$ cat src/rtl/sub8bc2_stream_pkg.sv
// rtl/sub8bc2_stream_pkg.sv - shared saturation constants and element-count defaults
package sub8bc2_stream_pkg;

  localparam int DATA_W_DFLT  = 8;
  localparam int N_ELEMS_DFLT = 25;
  localparam int CNT_W_DFLT   = 5;

  // Largest positive two's-complement value of width w (0111..1), shared with the adder.
  function automatic logic [31:0] sat_max(input int w);
    return (32'd1 << (w - 1)) - 32'd1;
  endfunction

  // Most negative two's-complement value of width w (1000..0).
  function automatic logic [31:0] sat_min(input int w);
    return 32'd1 << (w - 1);
  endfunction

  typedef struct packed {
    logic ovf;
    logic last;
  } s2_flags_t;

endpackage

$ cat src/rtl/sub_sat_core.sv
// rtl/sub_sat_core.sv - combinational saturating a-b with overflow flag
module sub_sat_core
  import sub8bc2_stream_pkg::*;
#(
  parameter int W = DATA_W_DFLT
) (
  input  logic [W-1:0] a_i,
  input  logic [W-1:0] b_i,
  output logic [W-1:0] diff_o,
  output logic         ovf_o
);

  localparam logic [W-1:0] MAX_V = W'(sat_max(W));
  localparam logic [W-1:0] MIN_V = W'(sat_min(W));

  logic [W-1:0] raw;
  logic         pos_ovf;
  logic         neg_ovf;

  // Direct subtraction: negating b first would overflow for b = MIN_V.
  assign raw     = a_i - b_i;
  assign pos_ovf = !a_i[W-1] &&  b_i[W-1] &&  raw[W-1];
  assign neg_ovf =  a_i[W-1] && !b_i[W-1] && !raw[W-1];
  assign ovf_o   = pos_ovf || neg_ovf;

  always_comb begin
    diff_o = raw;
    if (pos_ovf) diff_o = MAX_V;
    else if (neg_ovf) diff_o = MIN_V;
  end

endmodule

$ cat src/rtl/sub8bc2_stream.sv
// rtl/sub8bc2_stream.sv - two-stage streaming saturating subtractor with matrix tracking
module sub8bc2_stream
  import sub8bc2_stream_pkg::*;
#(
  parameter int DATA_W  = DATA_W_DFLT,
  parameter int N_ELEMS = N_ELEMS_DFLT,
  parameter int CNT_W   = CNT_W_DFLT
) (
  input  logic              clk,
  input  logic              rst_n,
  input  logic              in_valid,
  output logic              in_ready,
  input  logic [DATA_W-1:0] in_a,
  input  logic [DATA_W-1:0] in_b,
  output logic              out_valid,
  input  logic              out_ready,
  output logic [DATA_W-1:0] out_diff,
  output logic              out_ovf,
  output logic              out_last,
  output logic              mat_ovf,
  output logic [CNT_W-1:0]  elem_idx
);

  localparam logic [CNT_W-1:0] LAST_IDX = CNT_W'(N_ELEMS - 1);

  logic              s1_valid_q, s1_valid_d;
  logic [DATA_W-1:0] s1_a_q, s1_b_q;
  logic              s2_valid_q, s2_valid_d;
  logic [DATA_W-1:0] diff_q;
  s2_flags_t         flags_q;
  logic [CNT_W-1:0]  idx_q;
  logic              mat_q, mat_d;
  logic [CNT_W-1:0]  cnt_q, cnt_d;

  logic              s2_free, in_fire, s2_load;
  logic [DATA_W-1:0] core_diff;
  logic              core_ovf;

  sub_sat_core #(.W(DATA_W)) u_core (
    .a_i    (s1_a_q),
    .b_i    (s1_b_q),
    .diff_o (core_diff),
    .ovf_o  (core_ovf)
  );

  // S2 can take a new element when empty or when its current one leaves this cycle.
  assign s2_free  = !s2_valid_q || out_ready;
  assign in_ready = !s1_valid_q || s2_free;
  assign in_fire  = in_valid && in_ready;
  assign s2_load  = s1_valid_q && s2_free;

  always_comb begin
    s1_valid_d = s1_valid_q;
    s2_valid_d = s2_valid_q;
    cnt_d      = cnt_q;
    mat_d      = mat_q;
    if (in_fire) s1_valid_d = 1'b1;
    else if (s2_load) s1_valid_d = 1'b0;
    if (s2_load) begin
      s2_valid_d = 1'b1;
      cnt_d      = (cnt_q == LAST_IDX) ? '0 : cnt_q + CNT_W'(1);
      mat_d      = (cnt_q == '0) ? core_ovf : (mat_q || core_ovf);
    end else if (out_ready) begin
      s2_valid_d = 1'b0;
    end
  end

  always_ff @(posedge clk or negedge rst_n) begin
    if (!rst_n) begin
      s1_valid_q <= 1'b0;
      s1_a_q     <= '0;
      s1_b_q     <= '0;
      s2_valid_q <= 1'b0;
      diff_q     <= '0;
      flags_q    <= '0;
      idx_q      <= '0;
      mat_q      <= 1'b0;
      cnt_q      <= '0;
    end else begin
      s1_valid_q <= s1_valid_d;
      s2_valid_q <= s2_valid_d;
      cnt_q      <= cnt_d;
      mat_q      <= mat_d;
      if (in_fire) begin
        s1_a_q <= in_a;
        s1_b_q <= in_b;
      end
      if (s2_load) begin
        diff_q       <= core_diff;
        flags_q.ovf  <= core_ovf;
        flags_q.last <= (cnt_q == LAST_IDX);
        idx_q        <= cnt_q;
      end
    end
  end

  assign out_valid = s2_valid_q;
  assign out_diff  = diff_q;
  assign out_ovf   = flags_q.ovf;
  assign out_last  = flags_q.last;
  assign mat_ovf   = mat_q;
  assign elem_idx  = idx_q;

endmodule
$ cat config.mk
export PLATFORM = sky130hd
export DESIGN_NAME = sub8bc2_stream
export DESIGN_NICKNAME = d
export VERILOG_FILES = /design/src/rtl/sub8bc2_stream_pkg.sv /design/src/rtl/sub_sat_core.sv /design/src/rtl/sub8bc2_stream.sv
export SDC_FILE = /design/constraint.sdc
export NUM_CORES = 1
export LEC_CHECK = 0
export BUFFER_PORTS_ARGS = -buffer_cell sky130_fd_sc_hd__buf_2
export CAP_MARGIN = 25
export CORE_ASPECT_RATIO = 1.75
export CORE_MARGIN = 4
export CORE_UTILIZATION = 30
export CTS_CLUSTER_SIZE = 10
export DETAILED_ROUTE_END_ITERATION = 8
export GPL_ROUTABILITY_DRIVEN = 0
export PLACE_DENSITY = 0.59
export SYNTH_ARGS = -nofsm -noshare
export SYNTH_HDL_FRONTEND = slang
export SYNTH_HIERARCHICAL = 1
export SYNTH_SLANG_ARGS = --single-unit
$ cat constraint.sdc
create_clock -name clk -period 2.8 [get_ports clk]
set_clock_uncertainty 0.15 [all_clocks]
set_input_delay 0.42 -clock clk [delete_from_list [all_inputs] [get_ports clk]]
set_output_delay 0.42 -clock clk [all_outputs]
set_load 0.005 [all_outputs]
==> results.toml <==
[grt]
grt_max_degree = 40
grt_pass1_vias = 1472
overflow = 0
antenna_found_initial = 0
grt_usage_pct = 10.37
grt_pass1_wl_um = 7010

[die]
pin_count = 38
dieArea_um2 = 8490
initial_core_util_pct = 30.77
fp.dieH_um = 118.9
fp.coreArea_um2 = 6857
rows = 40
die-width_um = 71.39

[yosys]
netlist_area_um2 = 2110
synth_edf_count = 0
synth_nets = 211
yosys.area.top_type_share_pct = 46.26
synth_cells = 179
yosysMostFrequentCell = "dfrtp_1"
async_flop_share_pct = 100.0
synth_top_cells_by_area = "dfrtp_1 (46%), mux2_4 (7.1%), ha_1 (6.5%)"
ys.flop_type = "dfrtp_1"
avgSynthCellArea_um2 = 11.79
synth.distinct_cells = 46
ys_seq_elements = 39
yosysSeqAreaShare_pct = 46.26
synthTopCellsByCount = "dfrtp_1 (39), inv_1 (14), a21oi_1 (11), ha_1 (11)"
synth.largest_area_cell = "dfrtp_1"
ys_warn_count = 6

[clock_network]
clock_latency_ns = 0.28
cts_tree = "yes"
path_clk_slew_ns = 0.05
cts-root-buf = "clkbuf_16"
cts_buffers = 5
ctsResizeCount = 0
clock-sinks = 39
cts.hold.buffers_added = 0
cts_max_level = 2
cts_buffer_depth = 2
cts_setup_buffers = 0

[critical_path]
cp.arrival_ns = 2.34
crit_fanout = 9
r2r_cells = 7
crit_family = "compound AO/OA/AOI/OAI gates"
critPathKind = "flop to flop"
crit_slowest_cell = "or3_4"
regToRegEndpoint = "out_diff[0]"
crit_top_cell = "a21oi_1"
crit_buf_inv = 0
path_cells = "ha_1, a21oi_1, o21ai_1, or3_4, a21boi_4, a21oi_1, mux2_1"
r2r-start = "s1_a_q[4]"
worst_setup_path_end_kind = "flop"
critPathLaunchType = "flop"
critPathRequiredTime_ns = 2.81
rrSetupSlack_ns = 0.47
crit_path_max_incr_delay_ns = 0.41

[cells_and_area]
design_area_um2 = 2522
nets = 250
fillCellCount = 678
fin_cells = 303
antennaDiodeCount = 0
area_growth_pct = 19.57
drive_gt1_share_pct = 33.33

[placed_design]
dp_hpwl_um = 3193
port_buffers = 37
dp.cells = 295
post_dp_cell_area_um2 = 2366
post-place-ws_ns = 0.4726

[sta]
rsz0062_at_grt = "no"
slew_violations = 0
fmax_ghz = 0.4283
relSlewSlack_pct = 41.81
tightest_slew_ns = 0.8729
period_share_pct = 83.38
finalSetupTns_ns = 0
finalCriticalPeriod_ns = 2.335
timing.final.ws_setup_ns = 0.4654
hold_viol = 0
timing.hold.ws_ns = 0.1031
finalSetupViolations = 0

[route]
vias = 1461
vias_per_cell = 4.822
drc = 0
wl_um = 4122
post_drt_wl_per_cell_um = 13.60
ant_nets = 0
first_pass_iters = 4
drtIter0Drc = 51

[hold_path]
hold_class = "input port to asynchronous set/reset pin"

[pwr]
p_sw_share_pct = 32.03
comb_power_share_pct = 34.0
p_switching_mw = 0.7127
p_int_mw = 1.513
power_frac_clock_pct = 26.5
p_per_area_nw_per_um2 = 882.3
leakage_nw = 1.193
vdd_drop_max_mv = 0.2897
p_seq_share_pct = 39.6

[flow_run]
cap_viol_max_count = 0

[status]
status = "finished clean"
==> cell usage in the layout (no fill, tap or decap), drive strengths merged, types with 2 or more instances in the layout <==
cell type,instances
dfrtp,39
buf,37
mux2,28
inv,15
o21ai,13
a21oi,11
ha,11
nand3,8
nand2,8
clkbuf,8
nand2b,6
nor2,4
o31ai,3
a31oi,2
o211ai,2
xor2,2
a21o,2
nand3b,2
==> stage by stage <==
step,util (%),power [mW]
floorplan,-,1.400
global placement,34.51,1.640
detailed placement,34.51,1.661
CTS,36.79,2.265
global route,36.79,2.398
finish,36.79,2.225
==> final cells by class <==
| type | instances | area, µm² | area share (%) |
|---|---|---|---|
| multi-input cells | 120 | 1044 | 41.37 |
| flip-flops and latches | 39 | 975.9 | 38.69 |
| repair buffers | 37 | 185.2 | 7.341 |
| clock buffers | 8 | 156.4 | 6.200 |
| well taps | 84 | 105.1 | 4.167 |
| inverters | 15 | 56.30 | 2.232 |
==> routing by layer <==
| metal | GRT usage, % | vias to the layer above | share of wire, % |
|---|---|---|---|
| li1 | - | 719 | - |
| met1 | 11.17 | 708 | 38 |
| met2 | 18.32 | 29 | 55 |
| met3 | 2.449 | 5 | 4.3 |
| met4 | 5.294 | 0 | 1.9 |
| met5 | 0 | - | 0 |
==> logic make-up (layout without fill, tap and decap cells) <==
family	Yosys count	in the layout	synth area share, %
XOR/XNOR	3	3	1.246
AO/OA/AOI/OAI	43	43	13.29
AND/OR/NAND/NOR	34	34	10.74
multiplexers	28	28	16.73
adder cells (fa/ha/maj)	12	12	7.473
flip-flops	39	39	46.26
buffers and inverters	20	60	4.270
==> registers in the layout (all words and copies together) (netlist names) <==
| name | flops |
|---|---|
| out_valid | 1 |
| cnt_q | 5 |
| elem_idx | 5 |
| out_diff | 8 |
| out_last | 1 |
| out_ovf | 1 |
| s1_valid_q | 1 |
| mat_ovf | 1 |
| s1_a_q | 8 |
| s1_b_q | 8 |
==> power by group through the flow <==
stage          logic, mW  registers [mW]  clock network [mW]
2_1_floorplan      0.551           0.849                   0
3_5_place_dp       0.768           0.893                   0
6_report           0.756           0.881               0.589
3_3_place_gp       0.752           0.888                   0
5_1_grt            0.857           0.912               0.630
4_1_cts            0.776           0.884               0.605
==> worst max-delay path by stage <==
| stage | endpoint | from | depth (start not counted) | slack, ns |
|---|---|---|---|---|
| CTS | out_diff[0] | s1_a_q[4] | 7 | 0.45 |
| global route | out_diff[5] | s1_a_q[4] | 7 | 0.31 |
| floorplan | out_diff[5] | s1_a_q[4] | 7 | 0.63 |
| detailed placement | out_diff[0] | s1_a_q[4] | 7 | 0.47 |
| global placement | out_diff[0] | s1_a_q[4] | 7 | 0.47 |
| finish | out_diff[0] | s1_a_q[4] | 7 | 0.47 |
(Power assumes the default switching activity.)
